File: src/rtl/cpu_pkg.sv
// Shared CPU constants: instruction width, NOP encoding and PC step.
package cpu_pkg;

  localparam int unsigned INSTR_W = 32;

  // addi x0, x0, 0
  localparam logic [INSTR_W-1:0] NOP_INSTR = 32'h0000_0013;

  // Byte distance between consecutive sequential fetches.
  localparam int unsigned PC_INC = 4;

endpackage : cpu_pkg

File: src/rtl/fetch_queue_mem.sv
// Queue storage: DEPTH entries of {pc, instr}, synchronous write, asynchronous read.
module fetch_queue_mem #(
  parameter int unsigned DEPTH = 4,
  parameter int unsigned W     = 64,
  parameter int unsigned AW    = 2
) (
  input  logic          clk_i,
  input  logic          we_i,
  input  logic [AW-1:0] waddr_i,
  input  logic [W-1:0]  wdata_i,
  input  logic [AW-1:0] raddr_i,
  output logic [W-1:0]  rdata_o
);

  // Contents carry no reset: validity is tracked by the controller's count.
  logic [W-1:0] mem_q [DEPTH];

  // Write one entry on a push.
  always_ff @(posedge clk_i) begin
    if (we_i) begin
      mem_q[waddr_i] <= wdata_i;
    end
  end

  // Head entry read is combinational so ID sees it in the cycle after the push.
  always_comb begin
    rdata_o = mem_q[raddr_i];
  end

endmodule : fetch_queue_mem

File: src/rtl/fetch_queue.sv
// Instruction fetch queue: fetches sequentially from a combinational instruction
// memory into a small FIFO feeding the ID stage; a flush redirects the fetch PC.
//
// Handshake toward ID: id_valid_o means the head entry is valid; stall_i acts as
// an inverted ready. The head is consumed (popped) on a cycle where id_valid_o=1
// and stall_i=0, unless flush_i=1, in which case the whole queue is discarded.
module fetch_queue
  import cpu_pkg::*;
#(
  parameter int unsigned       XLEN     = 32,
  parameter int unsigned       DEPTH    = 4,
  parameter logic [XLEN-1:0]   RESET_PC = '0
) (
  input  logic                       clk_i,
  input  logic                       rst_i,
  input  logic                       start_i,
  input  logic                       stall_i,
  input  logic                       flush_i,
  input  logic [XLEN-1:0]            redirect_pc_i,
  output logic [XLEN-1:0]            imem_addr_o,
  input  logic [INSTR_W-1:0]         imem_instr_i,
  output logic                       id_valid_o,
  output logic [XLEN-1:0]            id_pc_o,
  output logic [INSTR_W-1:0]         id_instr_o,
  output logic [$clog2(DEPTH):0]     count_o
);

  localparam int unsigned PW = $clog2(DEPTH);
  localparam int unsigned CW = PW + 1;
  localparam int unsigned EW = XLEN + INSTR_W;

  logic [XLEN-1:0] fetch_pc_q, fetch_pc_d;
  logic [PW-1:0]   wptr_q, wptr_d;
  logic [PW-1:0]   rptr_q, rptr_d;
  logic [CW-1:0]   count_q, count_d;

  logic            not_empty;
  logic            full;
  logic            push;
  logic            pop;
  logic [EW-1:0]   wr_entry;
  logic [EW-1:0]   rd_entry;

  // Push/pop decisions; flush suppresses both.
  always_comb begin
    not_empty = (count_q != '0);
    full      = (count_q == CW'(DEPTH));
    pop       = not_empty & ~stall_i & ~flush_i;
    push      = start_i & ~flush_i & (~full | pop);
    wr_entry  = {fetch_pc_q, imem_instr_i};
  end

  // Next-state for fetch PC, pointers and occupancy.
  always_comb begin
    fetch_pc_d = fetch_pc_q;
    wptr_d     = wptr_q;
    rptr_d     = rptr_q;
    count_d    = count_q;
    if (flush_i) begin
      fetch_pc_d = redirect_pc_i;
      wptr_d     = '0;
      rptr_d     = '0;
      count_d    = '0;
    end else begin
      if (push) begin
        // Wraps modulo 2^XLEN by construction.
        fetch_pc_d = fetch_pc_q + XLEN'(PC_INC);
        wptr_d     = wptr_q + PW'(1);
      end
      if (pop) begin
        rptr_d = rptr_q + PW'(1);
      end
      case ({push, pop})
        2'b10:   count_d = count_q + CW'(1);
        2'b01:   count_d = count_q - CW'(1);
        default: count_d = count_q;
      endcase
    end
  end

  // Control state registers with asynchronous active-low reset.
  always_ff @(posedge clk_i or negedge rst_i) begin
    if (!rst_i) begin
      fetch_pc_q <= RESET_PC;
      wptr_q     <= '0;
      rptr_q     <= '0;
      count_q    <= '0;
    end else begin
      fetch_pc_q <= fetch_pc_d;
      wptr_q     <= wptr_d;
      rptr_q     <= rptr_d;
      count_q    <= count_d;
    end
  end

  fetch_queue_mem #(
    .DEPTH (DEPTH),
    .W     (EW),
    .AW    (PW)
  ) u_mem (
    .clk_i   (clk_i),
    .we_i    (push),
    .waddr_i (wptr_q),
    .wdata_i (wr_entry),
    .raddr_i (rptr_q),
    .rdata_o (rd_entry)
  );

  // Outputs: head comes from storage only; empty queue presents a NOP at PC 0.
  always_comb begin
    imem_addr_o = fetch_pc_q;
    id_valid_o  = not_empty;
    count_o     = count_q;
    if (not_empty) begin
      id_pc_o    = rd_entry[EW-1:INSTR_W];
      id_instr_o = rd_entry[INSTR_W-1:0];
    end else begin
      id_pc_o    = '0;
      id_instr_o = NOP_INSTR;
    end
  end

endmodule : fetch_queue

File: config.mk
export PLATFORM = sky130hd
export DESIGN_NAME = fetch_queue
export DESIGN_NICKNAME = d
export VERILOG_FILES = /design/src/rtl/cpu_pkg.sv /design/src/rtl/fetch_queue_mem.sv /design/src/rtl/fetch_queue.sv
export SDC_FILE = /design/constraint.sdc
export NUM_CORES = 1
export LEC_CHECK = 0
export ABC_AREA = 1
export BUFFER_PORTS_ARGS = -buffer_cell sky130_fd_sc_hd__buf_2
export CORE_ASPECT_RATIO = 2
export CORE_MARGIN = 2
export CORE_UTILIZATION = 50
export DETAILED_ROUTE_END_ITERATION = 7
export GPL_TIMING_DRIVEN = 0
export PLACE_DENSITY = 0.71
export SKIP_LAST_GASP = 1
export SYNTH_ARGS = -nofsm -noshare
export SYNTH_HDL_FRONTEND = slang
export SYNTH_SLANG_ARGS = --single-unit
File: constraint.sdc
create_clock -name clk_i -period 6.5 [get_ports clk_i]
set_input_delay 0.975 -clock clk_i [delete_from_list [all_inputs] [get_ports clk_i]]
set_output_delay 0.975 -clock clk_i [all_outputs]
set_load 0.03 [all_outputs]
==> metrics <==
GRT Overall Usage=0.239; crit-path max FO=10; Routed WL per cell=18.0 µm; CORE AREA=25000 µm²; hold_sp=imem_addr_o[1]; drt total wl=31700 µm; Mapped Area=12700 µm²; critical path class=reg -> out; clock-pin slew on the worst setup and hold paths=0.07 ns; Reg-to-Reg End=u_mem.mem_q[2][3]; FF-to-FF setup slack=4.17 ns; maximum vdd drop=0.231 mV; H-Tree Depth=1; cells on worst reg2reg path=7; Max-cap violations=0; worst-skew pair later-pin latency=0.53 ns; design area=15000 µm²; Finished Core Util=0.601; WHS Path Cells=0; Synth top area share=0.606; first-pass GRT wire length=47800 µm; GP Congestion=0.932; area growth from synthesis to layout=18.6%; Slew @ Worst Pin=1.02 ns; clk buf depth=3; Fin. Hold Viols=0; commonest non-fill, non-tap cells in the layout=nor2_1, edfxtp_1, buf_2, nand2_1, o21ai_0; final hold slack=0.558 ns; flop and latch count out of synthesis=295; Final Critical Period=3.42 ns; syn_area_per_cell=10.6 µm²; Final Slew Violations=0; PD cells=388 nW/µm²; antenna violations before repair=1; dominant cell type by area after synthesis=edfxtp_1; Worst Hold Class=reg -> reg; ANT nets after route=0; relative slew slack=0.320; hold buffers post-CTS=0; Pwr Total=0.00583 W; synth warn=0; Resized cells post-CTS=0; vias in the first global route=9206; initial core utilization=0.507; # nets final=1474; CP Capture Type=output pin; fill cell count=2131; status=complete, no violations; row cnt=82; commonest non-fill, non-tap cell in the layout=nor2_1; Die Height=229 µm; IO Pins=169; CTS tree=done; Syn Nets=1272; Clock Skews=0.0114 ns; gr ovfl total=0; Root Driver=clkbuf_16; drt drc=0; fraction of layout cells with a size suffix above 1=0.193; fmax=0.293 GHz; Pre-antenna DRT Iters=7; Crit path required time=5.52 ns; placed inst area=14200 µm²; Tcrit/Tclk final=0.525; Die W=117 µm; Detailed Route Iter0 Violations=732; full die area=26700 µm²; RSZ-0062 raised after global routing=false; dpl hpwl=22600 µm; CP startpoint kind=register; FF-to-FF Start=count_o[0]; vias=9207; post-synthesis cell type count=31; top post-synthesis cells by area=edfxtp_1, nor2_1, dfrtp_1, nand2_1, o21ai_0; Post-CTS Setup Repair Bufs=0; post-synthesis instance total=1197; LEAKAGE=5.92 nW; total CTS buffers=24; number of port buffers=167; critical path arrival=2.44 ns; Via density=5.25; Hold EP=u_mem.mem_q[0][33]; CTS sink count=295; largest net degree at the start of global routing=40; post-synthesis sequential area ratio=0.683; final setup fails=0
-- cell usage after synthesis --
library cell	n
inv_4	2
nor3_1	2
nand2_2	5
dfrtp_1	39
or2_1	1
o21ai_0	132
ha_1	5
buf_6	2
xor2_1	10
nor2_4	6
buf_2	19
buf_4	6
clkbuf_2	1
edfxtp_1	256
clkbuf_1	25
inv_2	4
buf_1	6
nand2_1	186
nand4_1	1
o211ai_1	5
o21ai_1	11
o311ai_0	3
nand2_4	2
inv_1	57
xnor2_1	5
a21oi_1	63
nor2_2	6
o21bai_1	1
nand3_1	31
fa_1	1
nor2_1	304
-- state kept, by name, indices dropped and copies added, names as in the netlist --
name / count
rptr_q: 2
imem_addr_o: 32
count_o: 3
wptr_q: 2
u_mem.mem_q: 256
-- logic make-up after synthesis --
logic type               synth area share
XOR/XNOR                           0.0104
AND/OR/NAND/NOR                     0.172
buffers and inverters              0.0414
adder cells (fa/ha/maj)           0.00651
flip-flops                          0.683
AO/OA/AOI/OAI                      0.0869
-- report_power, final --
group | internal (W) | switching (W) | total [W]
sequential | 0.00220 | 0.000109 | 0.00231
combinational | 0.000510 | 0.00146 | 0.00197
clock | 0.000900 | 0.000648 | 0.00155
total | 0.00361 | 0.00222 | 0.00583
-- how the worst max path moves through the flow --
stage / from / endpoint / slack (ns) / cells past startpoint
2_1_floorplan: flush_i / u_mem.mem_q[0][0] / 1.88 / 5
3_3_place_gp: flush_i / u_mem.mem_q[2][10] / -0.21 / 5
3_5_place_dp: flush_i / u_mem.mem_q[2][9] / 3.48 / 7
4_1_cts: count_o[0] / id_pc_o[11] / 3.03 / 6
5_1_grt: count_o[0] / id_pc_o[11] / 2.91 / 6
6_report: count_o[1] / id_pc_o[11] / 3.08 / 6
-- final cells by class --
cell class / count / area, µm² / area share
clock inverter: 13 / 178 / 0.0118
inverter: 63 / 241 / 0.0161
antenna: 1 / 2.50 / 0.000166
multi-input combinational: 780 / 3520 / 0.234
buffer: 59 / 284 / 0.0189
timing repair buffer: 176 / 1050 / 0.0696
sequential: 295 / 8660 / 0.576
clock buffer: 31 / 678 / 0.0451
tap: 336 / 420 / 0.0280
-- stage by stage --
stage / instances / TNS, ns / setup slack [ns]
floorplan: 1197 / 0 / 1.88
global placement: 1700 / -36.75 / -0.206
detailed placement: 1709 / 0 / 3.48
CTS: 1753 / 0 / 3.03
global route: 1754 / 0 / 2.91
finish: 1754 / 0 / 3.08
-- worst max-delay path, stage by stage (launching register included) --
cell	delay, ns
dfrtp_1	0.44
nor2_2	0.17
nand2_2	0.18
inv_2	0.23
clkbuf_1	0.49
a21oi_1	0.17
buf_2	0.23
-- routing by layer --
layer	routed length, µm	track usage	part of all wire	up-vias
met5	0	0	0	-
met3	1480	0.0259	0.047	100
met1	11100	0.254	0.35	4361
li1	-	-	-	4434
met4	1890	0.137	0.060	0
met2	17200	0.442	0.54	312
No activity file was read; power rests on OpenSTA's default activity.
